--- src/rtl/full_adder_ha_pkg.sv ---
// Shared constants for the half-adder based ripple adder.
// Holds the default operand width and the upper bound used by the width check.
package full_adder_ha_pkg;

  localparam int unsigned FA_DEFAULT_WIDTH = 1;
  localparam int unsigned FA_MAX_WIDTH     = 64;

endpackage

--- src/rtl/half_adder.sv ---
// Combinational half-adder cell: the only arithmetic primitive in the adder.
module half_adder (
  input  logic x,
  input  logic y,
  output logic s,
  output logic c
);

  assign s = x ^ y;
  assign c = x & y;

endmodule

--- src/rtl/full_adder_ha.sv ---
// Registered WIDTH-bit ripple-carry adder built from half-adder pairs, 1-cycle latency.
// Defining FULL_ADDER_HA_OVF_EN adds the registered signed-overflow output ovf.
module full_adder_ha
  import full_adder_ha_pkg::*;
#(
  parameter int unsigned WIDTH = FA_DEFAULT_WIDTH
) (
  input  logic             clk,
  input  logic             rst_n,
  input  logic [WIDTH-1:0] a,
  input  logic [WIDTH-1:0] b,
  input  logic             cin,
  input  logic             in_valid,
  output logic [WIDTH-1:0] sum,
  output logic             cout,
  output logic             out_valid
`ifdef FULL_ADDER_HA_OVF_EN
  ,
  output logic             ovf
`endif
);

  if (WIDTH == 0 || WIDTH > FA_MAX_WIDTH) begin : gen_width_check
    $error("full_adder_ha: WIDTH must be within 1..64");
  end

  // carry[i] is the carry into slice i; carry[WIDTH] is the final carry out.
  logic [WIDTH:0]   carry;
  logic [WIDTH-1:0] ha1_s, ha1_c, ha2_s, ha2_c;

  assign carry[0] = cin;

  for (genvar i = 0; i < WIDTH; i++) begin : gen_slice
    half_adder u_ha1 (
      .x(a[i]),
      .y(b[i]),
      .s(ha1_s[i]),
      .c(ha1_c[i])
    );

    half_adder u_ha2 (
      .x(ha1_s[i]),
      .y(carry[i]),
      .s(ha2_s[i]),
      .c(ha2_c[i])
    );

    assign carry[i+1] = ha1_c[i] | ha2_c[i];
  end

  logic [WIDTH-1:0] sum_d, sum_q;
  logic             cout_d, cout_q;
  logic             valid_d, valid_q;

  always_comb begin
    sum_d   = sum_q;
    cout_d  = cout_q;
    valid_d = in_valid;
    if (in_valid) begin
      sum_d  = ha2_s;
      cout_d = carry[WIDTH];
    end
  end

  always_ff @(posedge clk or negedge rst_n) begin
    if (!rst_n) begin
      sum_q   <= '0;
      cout_q  <= 1'b0;
      valid_q <= 1'b0;
    end else begin
      sum_q   <= sum_d;
      cout_q  <= cout_d;
      valid_q <= valid_d;
    end
  end

  assign sum       = sum_q;
  assign cout      = cout_q;
  assign out_valid = valid_q;

`ifdef FULL_ADDER_HA_OVF_EN
  // Signed overflow: carry into the MSB slice disagrees with carry out of it.
  logic ovf_d, ovf_q;

  always_comb begin
    ovf_d = ovf_q;
    if (in_valid) begin
      ovf_d = carry[WIDTH-1] ^ carry[WIDTH];
    end
  end

  always_ff @(posedge clk or negedge rst_n) begin
    if (!rst_n) begin
      ovf_q <= 1'b0;
    end else begin
      ovf_q <= ovf_d;
    end
  end

  assign ovf = ovf_q;
`endif

endmodule

--- config.mk ---
export PLATFORM = sky130hd
export DESIGN_NAME = full_adder_ha
export DESIGN_NICKNAME = d
export VERILOG_FILES = /design/src/rtl/full_adder_ha_pkg.sv /design/src/rtl/half_adder.sv /design/src/rtl/full_adder_ha.sv
export SDC_FILE = /design/constraint.sdc
export NUM_CORES = 1
export LEC_CHECK = 0
export ABC_CLOCK_PERIOD_IN_PS = 1010
export BUFFER_PORTS_ARGS = -buffer_cell sky130_fd_sc_hd__clkbuf_2
export CAP_MARGIN = 20
export CORE_AREA = 2 2 39 41
export CTS_BUF_LIST = sky130_fd_sc_hd__clkbuf_4
export CTS_CLUSTER_DIAMETER = 50
export DETAILED_ROUTE_END_ITERATION = 6
export DIE_AREA = 0 0 41 43
export MAX_ROUTING_LAYER = met4
export SLEW_MARGIN = 30
export SYNTH_ARGS = -nofsm -noshare
export SYNTH_HDL_FRONTEND = slang
export SYNTH_SLANG_ARGS = --single-unit
--- constraint.sdc ---
create_clock -name clk -period 1.01 [get_ports clk]
set_clock_uncertainty 0.15 [all_clocks]
set_input_delay 0 -clock clk [delete_from_list [all_inputs] [get_ports clk]]
set_output_delay 0 -clock clk [all_outputs]
set_load 0.02 [all_outputs]
After elaboration in Yosys (flattened, before gate mapping)
Index checks and enable logic that the tools add are counted.

Bits in writable memories: 0. Bits in read-only memories: 0. Bits of input ports: 6. Memories kept: 0. Latch bits: 0. Word-level logic and storage cells: 8. Register bits after elaboration: 3.

Mux-type cells: 0. Bitwise gates (word level): 5. Reduce and logical (&&, ||, !) cells: 0. $lt $le $gt $ge: 0. Shift operators: 0. $mul: 0. Add/sub/neg operators: 0. Equal/unequal tests: 0. Div/mod/pow operators: 0.

Operators by type and width (number): bitwise AND 1 bit (2); XOR 1 bit (2); OR 1 bit (1).

Depth between registers and ports, before layout
Gate-level depths: netlist (run 1).

Depth after elaboration: 3. Mapped depth: 2.

Hierarchy
From an unflattened synthesis (run 1), not the netlist that was laid out.

Cell total of the unflattened synthesis: 9. Area, all modules: 127.6 um^2.

By module, submodules not included: full_adder_ha (area each 102.6 um^2, instances 1, cells each 7); half_adder (area each 12.5 um^2, instances 2, cells each 1).

Least setup slack after synthesis (run 1)
Ideal clock, no wire load.

Path type: register to register. From: register cout (netlist name). To: register cout_q, in the netlist cout. Buffers on the path: 0. Arrival time: 0.701 ns. Path slack: 0.034 ns. Cell stages (with the launch flop): 2. Path through: dfrtp_1 mux2_2.

RTL lines: end signal, assigned (line full_adder_ha.sv:72) `cout_q <= cout_d;`; end, declared (line full_adder_ha.sv:52) `logic cout_d, cout_q;`.

==> flow_metrics.py, run 1 <==
metrics = {
    "outcome": {
        "violations": "negative hold slack",
        "status": "finished with violations",
    },
    "min_path": {
        "hp-class": "in2reg",
    },
    "logic_synthesis": {
        "netlist_area_um2": 118,
        "synth_compound_area_frac": 0,
        "ys_ff_latch": 3,
        "synthSimpleGateAreaFrac": 0,
        "synth_nets": 13,
        "synthAdderAreaFrac": 0.170,
        "synth_top_family_by_area": "multiplexers",
        "syn_inst": 6,
        "netlist.area_leader.share": 0.638,
        "yosys-top-cells-area": "dfrtp_1 (64%), mux2_2 (19%), fa_1 (17%)",
        "synthXorXnorAreaFrac": 0,
        "synth.distinct_cells": 3,
        "avgSynthCellArea_um2": 19.6,
        "yosysTopAreaCell": "dfrtp_1",
        "ys_seq_area_frac": 0.638,
        "synth_mux_area_frac": 0.191,
        "synth-warning-count": 0,
    },
    "clock_network": {
        "cts.reportedPaths.clkPinSlew_ns": 0.04,
        "post_cts_buffers": 0,
        "cts.root.buffer_cell": "clkbuf_4",
        "clock-sinks": 3,
        "numCtsBuffers": 3,
        "cts_tree": "done",
        "cts_resized": 0,
        "cts_hold_buf": 2,
        "clkLatencyLatePin_ns": 0.23,
        "cts_buffer_depth": 2,
        "htreeDepth": 1,
    },
    "final_layout": {
        "fin_nets": 28,
        "drive_gt1_frac": 0.700,
        "syn2layout_area_growth_pct": 93.6,
        "diodes": 0,
        "n_fill_cell": 158,
    },
    "sta": {
        "timing.slew.headroom": 0.903,
        "fmax_mhz": 1060,
        "tightest_slew_ns": 0.145,
        "grt_setup_unrepaired": "no",
        "timing.hold.ws_ns": -0.236,
        "setup_ws_ns": 0.0673,
        "setup_violations": 0,
        "final-hold-violation-count": 3,
        "min_period_over_period": 0.933,
        "slew_violations": 0,
        "fin_crit_ns": 0.943,
    },
    "place": {
        "place.gp.congestion": 0.589,
        "hpwl_um": 208,
        "dp_slack_ns": -0.0853,
        "port-buffer-count": 8,
    },
    "detailed_routing": {
        "viasPerCell": 2.72,
        "vias": 98,
        "wirelength_um": 269,
        "routed.top_layer": "met3",
        "drt-met1-wl_um": 127,
        "dr.pass1.iters": 1,
        "drc": 0,
        "wl_met2_um": 86,
        "wl_met3_um": 55,
        "drt-wirelength-per-cell_um": 7.47,
        "postRouteAntennaNets": 0,
        "drt_iter0_drc": 0,
    },
    "floorplan": {
        "die_area_um2": 1760,
        "fp.dieW_um": 41,
        "num_io_pins": 9,
        "core_um2": 1380,
        "num_rows": 14,
        "die_h_um": 43,
        "start_util": 0.0850,
    },
    "critical_path": {
        "cp_cell_sequence": "dlygate4sd3_1 -> clkbuf_2 -> dlygate4sd3_1",
        "worstPathArrival_ns": 1.23,
        "path_max_fanout": 3,
        "critPathKind": "in2async",
        "slowest_stage": "dlygate4sd3_1",
        "cpPeakStageDelay_ns": 0.61,
        "crit_path_frequent_cell": "dlygate4sd3_1",
        "endpoint_kind": "asynchronous set/reset pin",
        "worst-path-buf-inv": 3,
        "startpoint_type": "primary input",
        "required_ns": 1.29,
        "critical_path.top_delay_family": "buffers and inverters",
    },
    "global_route": {
        "gr-total-overflow": 0,
        "grt_pass1_vias": 118,
        "antenna_found_initial": 0,
        "grt_max_degree": 4,
        "grt_first_pass_wirelength_um": 462,
        "track_usage": 0.0527,
    },
    "pwr": {
        "p_leak_uw": 0.000110,
        "p_per_area_nw_per_um2": 2000,
        "total_power_uw": 456,
        "peakVddDrop_uv": 338,
    },
    "run": {
        "cap_violations": 0,
    },
}
==> layout make-up <==
type                            count  area (um^2)  area share
Sequential cell                     3         75.1       0.330
Clock buffer                        4         30.0       0.132
Tap cell                           16         20.0      0.0879
Multi-Input combinational cell      3         42.5       0.187
Timing Repair Buffer               10         60.1       0.264
==> per-layer routing <==
metal / up-vias / global-route usage
met4: 0 / 0.0800
met5: - / -
met3: 0 / 0.0628
met1: 42 / 0.0490
li1: 47 / -
met2: 9 / 0.0375
==> sequential cells by signal, summed over array words and instances (netlist names) <==
| signal | count |
|---|---|
| cout | 1 |
| out_valid | 1 |
| sum | 1 |
==> per-stage QoR <==
step	util	setup TNS (ns)	std cells	area (um^2)
after floorplan	-	0	6	118
after global placement	0.128	-0.118	30	178
after detailed placement	0.128	-0.134	30	178
after CTS	0.165	0	36	228
after global routing	0.165	0	36	228
final	0.165	0	36	228
==> Yosys cell counts (all sizes together) <==
master  count
mux2        2
fa          1
dfrtp       3
==> cells in the final DEF (no fill, tap or decap) <==
cell and instances:
mux2_2 2, fa_1 1, dfrtp_1 3, clkbuf_4 4
dlygate4sd3_1 2, clkbuf_2 8
==> kinds of logic after synthesis <==
logic type | Yosys count
muxes | 2
DFF | 3
adders and majority gates | 1
==> final timing paths <==
check | slack [ns] | depth (start not counted) | to | from
max | 0.07 | 3 | sum | rst_n
min | -0.24 | 1 | out_valid | in_valid
max reg2reg | 0.11 | 1 | sum | sum
min reg2reg | 0.36 | 1 | cout | cout
max in group clk | 0.10 | 1 | sum | sum
min in group asynchronous | 0.50 | 3 | cout | rst_n
==> power breakdown <==
part / internal (uW) / switching [uW]
clock: 175 / 63.6
combinational: 35.5 / 38.3
sequential: 136 / 7.71
Power figures use the tool's default switching activity.
==> run 2: changes to the inputs <==
--- a/config.mk
+++ b/config.mk
@@ -6,13 +6,13 @@
 export NUM_CORES = 1
 export LEC_CHECK = 0
 export ABC_CLOCK_PERIOD_IN_PS = 1010
-export BUFFER_PORTS_ARGS = -buffer_cell sky130_fd_sc_hd__clkbuf_2
 export CAP_MARGIN = 20
 export CORE_AREA = 2 2 39 41
 export CTS_BUF_LIST = sky130_fd_sc_hd__clkbuf_4
 export CTS_CLUSTER_DIAMETER = 50
 export DETAILED_ROUTE_END_ITERATION = 6
 export DIE_AREA = 0 0 41 43
+export DONT_BUFFER_PORTS = 1
 export MAX_ROUTING_LAYER = met4
 export SLEW_MARGIN = 30
 export SYNTH_ARGS = -nofsm -noshare
==> flow_metrics.py, run 2 (same netlist as run 1, synthesis figures left out) <==
metrics = {
    "outcome": {
        "status": "finished with violations",
        "violations": "negative hold slack",
    },
    "sta": {
        "grt_setup_unrepaired": "no",
        "final-hold-violation-count": 2,
        "setup_violations": 0,
        "tightest_slew_ns": 0.203,
        "min_period_over_period": 0.955,
        "fin_crit_ns": 0.965,
        "fmax_mhz": 1040,
        "slew_violations": 0,
        "setup-tns-final_ns": 0,
        "timing.slew.headroom": 0.865,
        "timing.hold.ws_ns": -0.0851,
    },
    "final_layout": {
        "stdcell_count": 31,
        "final_common_cell": "clkbuf_4",
        "drive_gt1_frac": 0.533,
        "diodes": 0,
        "regArea_um2": 75.1,
        "fin_nets": 23,
        "multi_input_area_um2": 42.5,
        "layout_common_cells": "clkbuf_4 (4), dfrtp_1 (3), dlygate4sd3_1 (3)",
        "n_fill_cell": 150,
        "syn2layout_area_growth_pct": 80.9,
    },
    "pwr": {
        "peakVddDrop_uv": 504,
        "p_leak_uw": 0.0000908,
        "p_comb_frac": 0.156,
        "total_power_uw": 451,
        "p_per_area_nw_per_um2": 2120,
        "switchingPower_uw": 103,
        "internal-power_uw": 348,
        "p_sw_frac": 0.229,
        "seq_power_share": 0.325,
        "p_clk_frac": 0.519,
    },
    "critical_path": {
        "path_max_fanout": 3,
        "regToRegSetupSlack_ns": 0.12,
        "endpoint_kind": "flop",
        "startpoint_type": "primary input",
        "cp_cell_sequence": "dlygate4sd3_1 -> mux2_2",
        "worstPathArrival_ns": 0.93,
        "critical_path.top_delay_family": "buffers and inverters",
        "required_ns": 0.97,
        "critPathKind": "in2reg",
        "crit_path_end": "cout",
        "timing.critical_path.depth": 2,
        "cp-startpoint": "in_valid",
        "worst-path-buf-inv": 1,
        "r2r-end": "sum",
        "rr_startpoint": "sum",
        "cpPeakStageDelay_ns": 0.58,
        "rr_worst_depth": 1,
        "slowest_stage": "dlygate4sd3_1",
    },
    "detailed_routing": {
        "drc": 0,
        "drt-met1-wl_um": 122,
        "viasPerCell": 2.65,
        "routed.top_layer": "met3",
        "postRouteAntennaNets": 0,
        "drt_iter0_drc": 1,
        "drt-wirelength-per-cell_um": 8.61,
        "vias": 82,
        "wl_met3_um": 62,
        "wirelength_um": 267,
        "wl_met2_um": 82,
        "dr.pass1.iters": 2,
    },
    "clock_network": {
        "numCtsBuffers": 3,
        "cts_buffer_depth": 2,
        "clock-sinks": 3,
        "htreeDepth": 1,
        "cts.reportedPaths.clkPinSlew_ns": 0.04,
        "clkLatencyLatePin_ns": 0.23,
        "cts_tree": "done",
        "post_cts_buffers": 0,
        "cts.root.buffer_cell": "clkbuf_4",
        "cts_hold_buf": 3,
        "cts_resized": 0,
    },
    "floorplan": {
        "num_io_pins": 9,
        "die_area_um2": 1760,
        "fp.dieW_um": 41,
        "start_util": 0.0850,
        "core_um2": 1380,
        "num_rows": 14,
        "die_h_um": 43,
    },
    "min_path": {
        "hp-class": "in2reg",
        "holdCritStartpoint": "cin",
    },
    "global_route": {
        "track_usage": 0.0403,
        "grt_pass1_vias": 105,
        "antenna_found_initial": 0,
        "gr-total-overflow": 0,
        "grt_first_pass_wirelength_um": 386,
        "grt_max_degree": 4,
    },
    "place": {
        "place_inst": 24,
        "port-buffer-count": 0,
        "place.gp.congestion": 0.559,
    },
    "run": {
        "cap_violations": 0,
    },
}
run 2: cell type report:
type / instances / share of cell area
multi-input cells: 3 / 0.200
repair buffers: 5 / 0.212
clock buffers: 4 / 0.141
well taps: 16 / 0.0941
flip-flops and latches: 3 / 0.353
run 2: power groups by stage:
| stage | sequential [uW] | combinational (uW) | clock (uW) |
|---|---|---|---|
| 6_report | 147 | 70.3 | 234 |
| 5_1_grt | 149 | 74.2 | 257 |
| 4_1_cts | 147 | 70.7 | 247 |
| 3_5_place_dp | 148 | 57.7 | 0 |
| 3_3_place_gp | 147 | 57.4 | 0 |
| 2_1_floorplan | 163 | 15.7 | 0 |
run 2: stage by stage:
stage               hold slack (ns)  setup WS [ns]   util  instance area, um^2
global route                -0.0857         0.0308  0.154                  213
floorplan                    -0.446         0.0340      -                  118
CTS                         -0.0940         0.0491  0.154                  213
detailed placement           -0.445         0.0198  0.110                  153
global placement             -0.445         0.0271  0.110                  153
finish                      -0.0851         0.0450  0.154                  213
run 2: per-layer routing:
layer | GRT usage | vias to the layer above
met5 | - | -
met4 | 0.0600 | 0
met3 | 0.0419 | 0
met2 | 0.0281 | 9
met1 | 0.0425 | 35
li1 | - | 38
run 2: worst min-delay path by stage:
stage          cells past startpoint   endpoint
2_1_floorplan                      0       cout
3_3_place_gp                       0  out_valid
3_5_place_dp                       0  out_valid
4_1_cts                            2        sum
5_1_grt                            2        sum
6_report                           2        sum
